**src/rtl/seg7_pkg.sv**
```systemverilog
// Shared seven-segment definitions: pattern type, glyph constants, error codes, scan states.
// Segment order is bit6=a down to bit0=g, 1 = lit.
package seg7_pkg;

    typedef logic [6:0] seg7_t;

    typedef enum logic [1:0] {
        ST_IDLE   = 2'd0,
        ST_SETTLE = 2'd1,
        ST_HELD   = 2'd2
    } scan_state_e;

    localparam seg7_t SEG_0 = 7'b1111110;
    localparam seg7_t SEG_1 = 7'b0110000;
    localparam seg7_t SEG_2 = 7'b1101101;
    localparam seg7_t SEG_3 = 7'b1111001;
    localparam seg7_t SEG_4 = 7'b0110011;
    localparam seg7_t SEG_5 = 7'b1011011;
    localparam seg7_t SEG_6 = 7'b1011111;
    localparam seg7_t SEG_7 = 7'b1110000;
    localparam seg7_t SEG_8 = 7'b1111111;
    localparam seg7_t SEG_9 = 7'b1111011;
    localparam seg7_t SEG_A = 7'b1110111;
    localparam seg7_t SEG_B = 7'b0011111;
    localparam seg7_t SEG_C = 7'b1001110;
    localparam seg7_t SEG_D = 7'b0111101;
    localparam seg7_t SEG_E = 7'b1001111;
    localparam seg7_t SEG_F = 7'b1000111;

    localparam logic [1:0] ERR_NONE     = 2'b00;
    localparam logic [1:0] ERR_BADPAT   = 2'b01;
    localparam logic [1:0] ERR_MULTIHOT = 2'b10;

endpackage

```
**src/rtl/seg7_to_bin.sv**
```systemverilog
// Combinational inverse of the seven-segment encoder table; o_ok low for any pattern
// the encoder can never produce.
module seg7_to_bin
    import seg7_pkg::*;
(
    input  seg7_t      i_seg,
    output logic [3:0] o_val,
    output logic       o_ok
);

    always_comb begin
        o_val = 4'h0;
        o_ok  = 1'b1;
        case (i_seg)
            SEG_0:   o_val = 4'h0;
            SEG_1:   o_val = 4'h1;
            SEG_2:   o_val = 4'h2;
            SEG_3:   o_val = 4'h3;
            SEG_4:   o_val = 4'h4;
            SEG_5:   o_val = 4'h5;
            SEG_6:   o_val = 4'h6;
            SEG_7:   o_val = 4'h7;
            SEG_8:   o_val = 4'h8;
            SEG_9:   o_val = 4'h9;
            SEG_A:   o_val = 4'hA;
            SEG_B:   o_val = 4'hB;
            SEG_C:   o_val = 4'hC;
            SEG_D:   o_val = 4'hD;
            SEG_E:   o_val = 4'hE;
            SEG_F:   o_val = 4'hF;
            default: o_ok  = 1'b0;
        endcase
    end

endmodule

```
**src/rtl/seg7_scan_decoder.sv**
```systemverilog
// Snoops a multiplexed seven-segment bus, debounces each digit dwell and keeps a decoded
// per-digit register file; capture lands STABLE_CYCLES edges after the first sample.
module seg7_scan_decoder
    import seg7_pkg::*;
#(
    parameter int NUM_DIGITS    = 4,
    parameter int STABLE_CYCLES = 4
) (
    input  logic                    clk,
    input  logic                    rst,
    input  seg7_t                   i_seg,
    input  logic [NUM_DIGITS-1:0]   i_dig_en,
    output logic [4*NUM_DIGITS-1:0] o_digits,
    output logic [NUM_DIGITS-1:0]   o_digit_valid,
    output logic                    o_frame_valid,
    output logic                    o_err,
    output logic [1:0]              o_err_code
);

    localparam int CNT_W = $clog2(STABLE_CYCLES + 1);
    localparam int SW    = NUM_DIGITS + 7;

    logic [SW-1:0]           s_q, s_d, p_q, p_d;
    scan_state_e             state_q, state_d;
    logic [CNT_W-1:0]        cnt_q, cnt_d;
    logic [NUM_DIGITS-1:0]   seen_q, seen_d, dvalid_q, dvalid_d;
    logic [4*NUM_DIGITS-1:0] digits_q, digits_d;
    logic                    frame_q, frame_d, err_q, err_d;
    logic [1:0]              err_code_q, err_code_d;

    logic [NUM_DIGITS-1:0]   s_en, p_en;
    seg7_t                   s_seg;
    logic                    en_multi, en_onehot, s_changed, capture;
    logic [CNT_W-1:0]        cnt_run;
    logic [3:0]              dec_val;
    logic                    dec_ok;

    assign s_en      = s_q[SW-1:7];
    assign s_seg     = s_q[6:0];
    assign p_en      = p_q[SW-1:7];
    assign en_multi  = (s_en & (s_en - NUM_DIGITS'(1))) != '0;
    assign en_onehot = (s_en != '0) && !en_multi;

    seg7_to_bin u_dec (
        .i_seg (s_seg),
        .o_val (dec_val),
        .o_ok  (dec_ok)
    );

    always_comb begin
        s_d        = {i_dig_en, i_seg};
        p_d        = s_q;
        state_d    = state_q;
        cnt_d      = cnt_q;
        seen_d     = seen_q;
        dvalid_d   = dvalid_q;
        digits_d   = digits_q;
        frame_d    = 1'b0;
        err_d      = 1'b0;
        err_code_d = err_code_q;
        capture    = 1'b0;
        s_changed  = (s_q != p_q);
        // Only an unbroken SETTLE run extends the count; every other entry restarts at 1.
        cnt_run    = (state_q == ST_SETTLE && !s_changed) ? cnt_q + CNT_W'(1) : CNT_W'(1);

        if (!en_onehot) begin
            state_d = ST_IDLE;
            cnt_d   = '0;
        end else if (!(state_q == ST_HELD && !s_changed)) begin
            cnt_d = cnt_run;
            if (cnt_run == CNT_W'(STABLE_CYCLES)) begin
                capture = 1'b1;
                state_d = ST_HELD;
            end else begin
                state_d = ST_SETTLE;
            end
        end

        if (capture) begin
            for (int i = 0; i < NUM_DIGITS; i++) begin
                if (s_en[i]) begin
                    if (dec_ok) begin
                        digits_d[4*i +: 4] = dec_val;
                        dvalid_d[i]        = 1'b1;
                        seen_d[i]          = 1'b1;
                    end else begin
                        dvalid_d[i] = 1'b0;
                        err_d       = 1'b1;
                        err_code_d  = ERR_BADPAT;
                    end
                end
            end
            if (dec_ok && (&seen_d)) begin
                frame_d = 1'b1;
                seen_d  = '0;
            end
        end

        // A parked multi-hot enable reports once; only a new enable value re-arms it.
        if (en_multi && (s_en != p_en)) begin
            err_d      = 1'b1;
            err_code_d = ERR_MULTIHOT;
        end
    end

    always_ff @(posedge clk or posedge rst) begin
        if (rst) begin
            s_q        <= '0;
            p_q        <= '0;
            state_q    <= ST_IDLE;
            cnt_q      <= '0;
            seen_q     <= '0;
            dvalid_q   <= '0;
            digits_q   <= '0;
            frame_q    <= 1'b0;
            err_q      <= 1'b0;
            err_code_q <= ERR_NONE;
        end else begin
            s_q        <= s_d;
            p_q        <= p_d;
            state_q    <= state_d;
            cnt_q      <= cnt_d;
            seen_q     <= seen_d;
            dvalid_q   <= dvalid_d;
            digits_q   <= digits_d;
            frame_q    <= frame_d;
            err_q      <= err_d;
            err_code_q <= err_code_d;
        end
    end

    assign o_digits      = digits_q;
    assign o_digit_valid = dvalid_q;
    assign o_frame_valid = frame_q;
    assign o_err         = err_q;
    assign o_err_code    = err_code_q;

endmodule

```
**config.mk**
```make
export PLATFORM = sky130hd
export DESIGN_NAME = seg7_scan_decoder
export DESIGN_NICKNAME = d
export VERILOG_FILES = /design/src/rtl/seg7_pkg.sv /design/src/rtl/seg7_to_bin.sv /design/src/rtl/seg7_scan_decoder.sv
export SDC_FILE = /design/constraint.sdc
export NUM_CORES = 1
export LEC_CHECK = 0
export ABC_AREA = 1
export CORE_UTILIZATION = 40
export CTS_CLUSTER_DIAMETER = 200
export DETAILED_ROUTE_END_ITERATION = 16
export PLACE_DENSITY = 0.67
export SYNTH_ARGS = -nofsm -noshare
export SYNTH_HDL_FRONTEND = slang
export SYNTH_SLANG_ARGS = --single-unit
```
**constraint.sdc**
```tcl
create_clock -name clk -period 2.1 [get_ports clk]
set_clock_uncertainty 0.2 [all_clocks]
set_input_delay 0.21 -clock clk [delete_from_list [all_inputs] [get_ports clk]]
set_output_delay 0.21 -clock clk [all_outputs]
set_load 0.01 [all_outputs]
```
==> out/summary.txt <==
most frequent CP cell: nand2_1
Cell Int Power: 1520 uW
Worst setup SP type: flop
synthesized area per cell: 8.51 sq um
clk root buf: clkbuf_8
Cell variety after synth: 32
CTS tree: yes
via count: 2184
Initial Util: 41.6%
Slew Limit Headroom: 71.1%
clock power share: 33.5%
max-cap violations: 0
Post-Syn Instances: 312
Tightest Pin Transition: 0.432 ns
Cells on Worst Hold Path: 1
Seq/Total Area, Yosys: 51.8%
most common cell after layout, fill and taps aside: nand2_1
layout cell share with drive strength beyond 1: 22.5%
final setup fails: 0
min Tclk post-route: 2.07 ns
most frequent cells in the layout: 85 x nand2_1, 49 x dfrtp_1, 48 x inv_1, 36 x clkdlybuf4s50_1, 24 x nor2_1
ant diodes: 0
CTS buffer count: 5
dominant synthesized flop cell: dfrtp_1
remaining antenna violation count after routing: 0
GR Overflow Total: 0
core area: 6390 sq um
worst vdd ir: 373 uV
NetSw: 480 uW
clock slew at the register clock pins of the worst setup and hold paths: 0.09 ns
Area Growth Syn to Fin: 34.0%
GPL Wtd Cong: 0.847
CP required: 2.10 ns
Worst EP arrival: 2.06 ns
post-synth net total: 326
DRC Markers: 0
Routed WL: 5.61 mm
worst path cell trace: xnor2_1, nand2_1, nor2_4, nand4_4, nor2_8, buf_12, nand3_4, nand2_1, o21ai_1
die area: 6970 sq um
slowest cell on the critical path: dfrtp_1
maximum fanout along the worst path: 7
switching share of power: 24.0%
Max Buffers Root-to-Sink: 2
# nets final: 392
r2r worst-path depth: 9
Mapped Area: 2660 sq um
Final Slew Violations: 0
dpl hpwl: 4.02 mm
routed vias/inst: 4.80
hold crit path type: primary input to flop
number of synthesized flops with an enable pin: 0
IO buf count: 36
Logic pwr share: 11.0%
Max Clock Freq: 0.484 GHz
Critical Path Max Stage Delay: 0.41 ns
# H-tree levels: 2
Initial DRT Pass Iterations: 4
Pwr Total: 2000 uW
Leak: 0.00178 uW
initial antenna violation count: 0
first-pass GRT wire length: 8.98 mm
# rows: 29
crit share post-route: 98.4%
fin util: 55.7%
crit path kind: flop to flop
async set or reset register ratio after synthesis: 100%
critical path capture point type: flop
vias in the first global route: 1970
Final Hold Vio Count: 0
pwr dens: 563 nW/um^2
RSZ-0062 raised after global routing: true
Yosys Warn Count: 0
number of synthesized register bits: 55
DIE HEIGHT: 83.5 um
GRT Total Usage: 16.1%
IO Pins: 37
die width: 83.5 um
setup tns final: 0 ns
worst-skew pair later-pin latency: 0.30 ns
largest net degree at the start of global routing: 41
Num Clock Sinks: 55
Initial DRC Count: 147
WL/cell: 12.3 um
outcome: finished, final reports clean
sequential power share: 55.5%
==> state kept, by name, summed over array words and instances, names as in the netlist <==
register,cells
o_digit_valid,4
o_digits,16
p_q,11
state_q,2
cnt_q,3
o_err_code,2
o_frame_valid,1
o_err,1
seen_q,4
p_d,11
==> synthesized netlist by cell type (all sizes together), types with 2 or more instances <==
cell	instances	area, sq um
a21oi	6	33.8
o22ai	2	12.5
inv	55	209
nand4	16	115
nor2	37	200
dfrtp	55	1380
buf	4	46.3
nand2	94	358
nor3b	2	15.0
o21ai	8	40.0
nand3	17	125
nor3	3	15.0
xnor2	7	61.3
==> power groups by stage <==
stage | combinational [uW] | sequential, uW | clock (uW)
final | 219 | 1110 | 672
after global routing | 243 | 1120 | 730
after CTS | 201 | 1110 | 694
after detailed placement | 198 | 1130 | 0
after global placement | 197 | 1130 | 0
after floorplan | 120 | 1130 | 0
==> stage by stage <==
step | hold slack [ns] | instances | setup WS, ns | instance area [sq um]
detailed placement | 0.262 | 439 | 0.0543 | 3240
CTS | 0.128 | 447 | 0.0216 | 3350
finish | 0.136 | 455 | 0.0338 | 3560
global placement | 0.260 | 439 | 0.0451 | 3240
floorplan | 0.0414 | 312 | 0.269 | 2660
global route | 0.119 | 455 | -0.0870 | 3560
==> critical path: cells and delay by family, from the launching register on <==
kind,cells,cell delay (ns)
XOR/XNOR,1,0.26
AND/OR/NAND/NOR,6,0.88
AO/OA/AOI/OAI,1,0.05
buffers and inverters,1,0.15
flip-flops,1,0.41
==> final cells by class <==
| cell class | count | area (sq um) |
|---|---|---|
| inverter | 55 | 209 |
| clock buffer | 6 | 72.6 |
| timing repair buffer | 64 | 632 |
| sequential | 55 | 1380 |
| tap | 77 | 96.3 |
| fill | 558 | 2830 |
| multi-input combinational | 197 | 1130 |
| clock inverter | 1 | 30.0 |
==> kinds of logic (layout without fill, tap and decap cells) <==
family          Yosys count  in the layout  synth area share (%)
compound gates           18             18                  3.86
xor+xnor                  8              8                  2.64
fa+ha+maj                 1              1                 0.471
buf+inv                  60            126                  9.75
flops                    55             55                  51.8
simple gates            170            170                  31.4
==> worst paths after layout <==
check | startpoint | to | slack, ns
worst max register to register | p_d[7] | o_digits[11] | 0.03
max in group asynchronous | rst | p_d[7] | 0.66
worst min register to register | p_d[4] | p_q[4] | 0.28
worst max-delay path | p_d[7] | o_digits[11] | 0.03
min in group asynchronous | rst | p_d[10] | 0.54
worst min-delay path | i_seg[5] | p_d[5] | 0.14
==> routing by layer <==
layer	GRT usage (%)	part of all wire, %
met3	3.07	3.7
met5	0	0
met1	22.9	48
met2	25.0	47
met4	5.08	0.93
==> repair_timing <==
| item | CTS | global route |
|---|---|---|
| gates resized for setup | 0 | 36 |
| endpoints found under the hold margin | 15 | 0 |
| setup endpoints to repair | 0 | 28 |
| hold buffers | 1 | 0 |
| buffers inserted | 0 | 7 |
No activity file was read; power rests on OpenSTA's default activity.
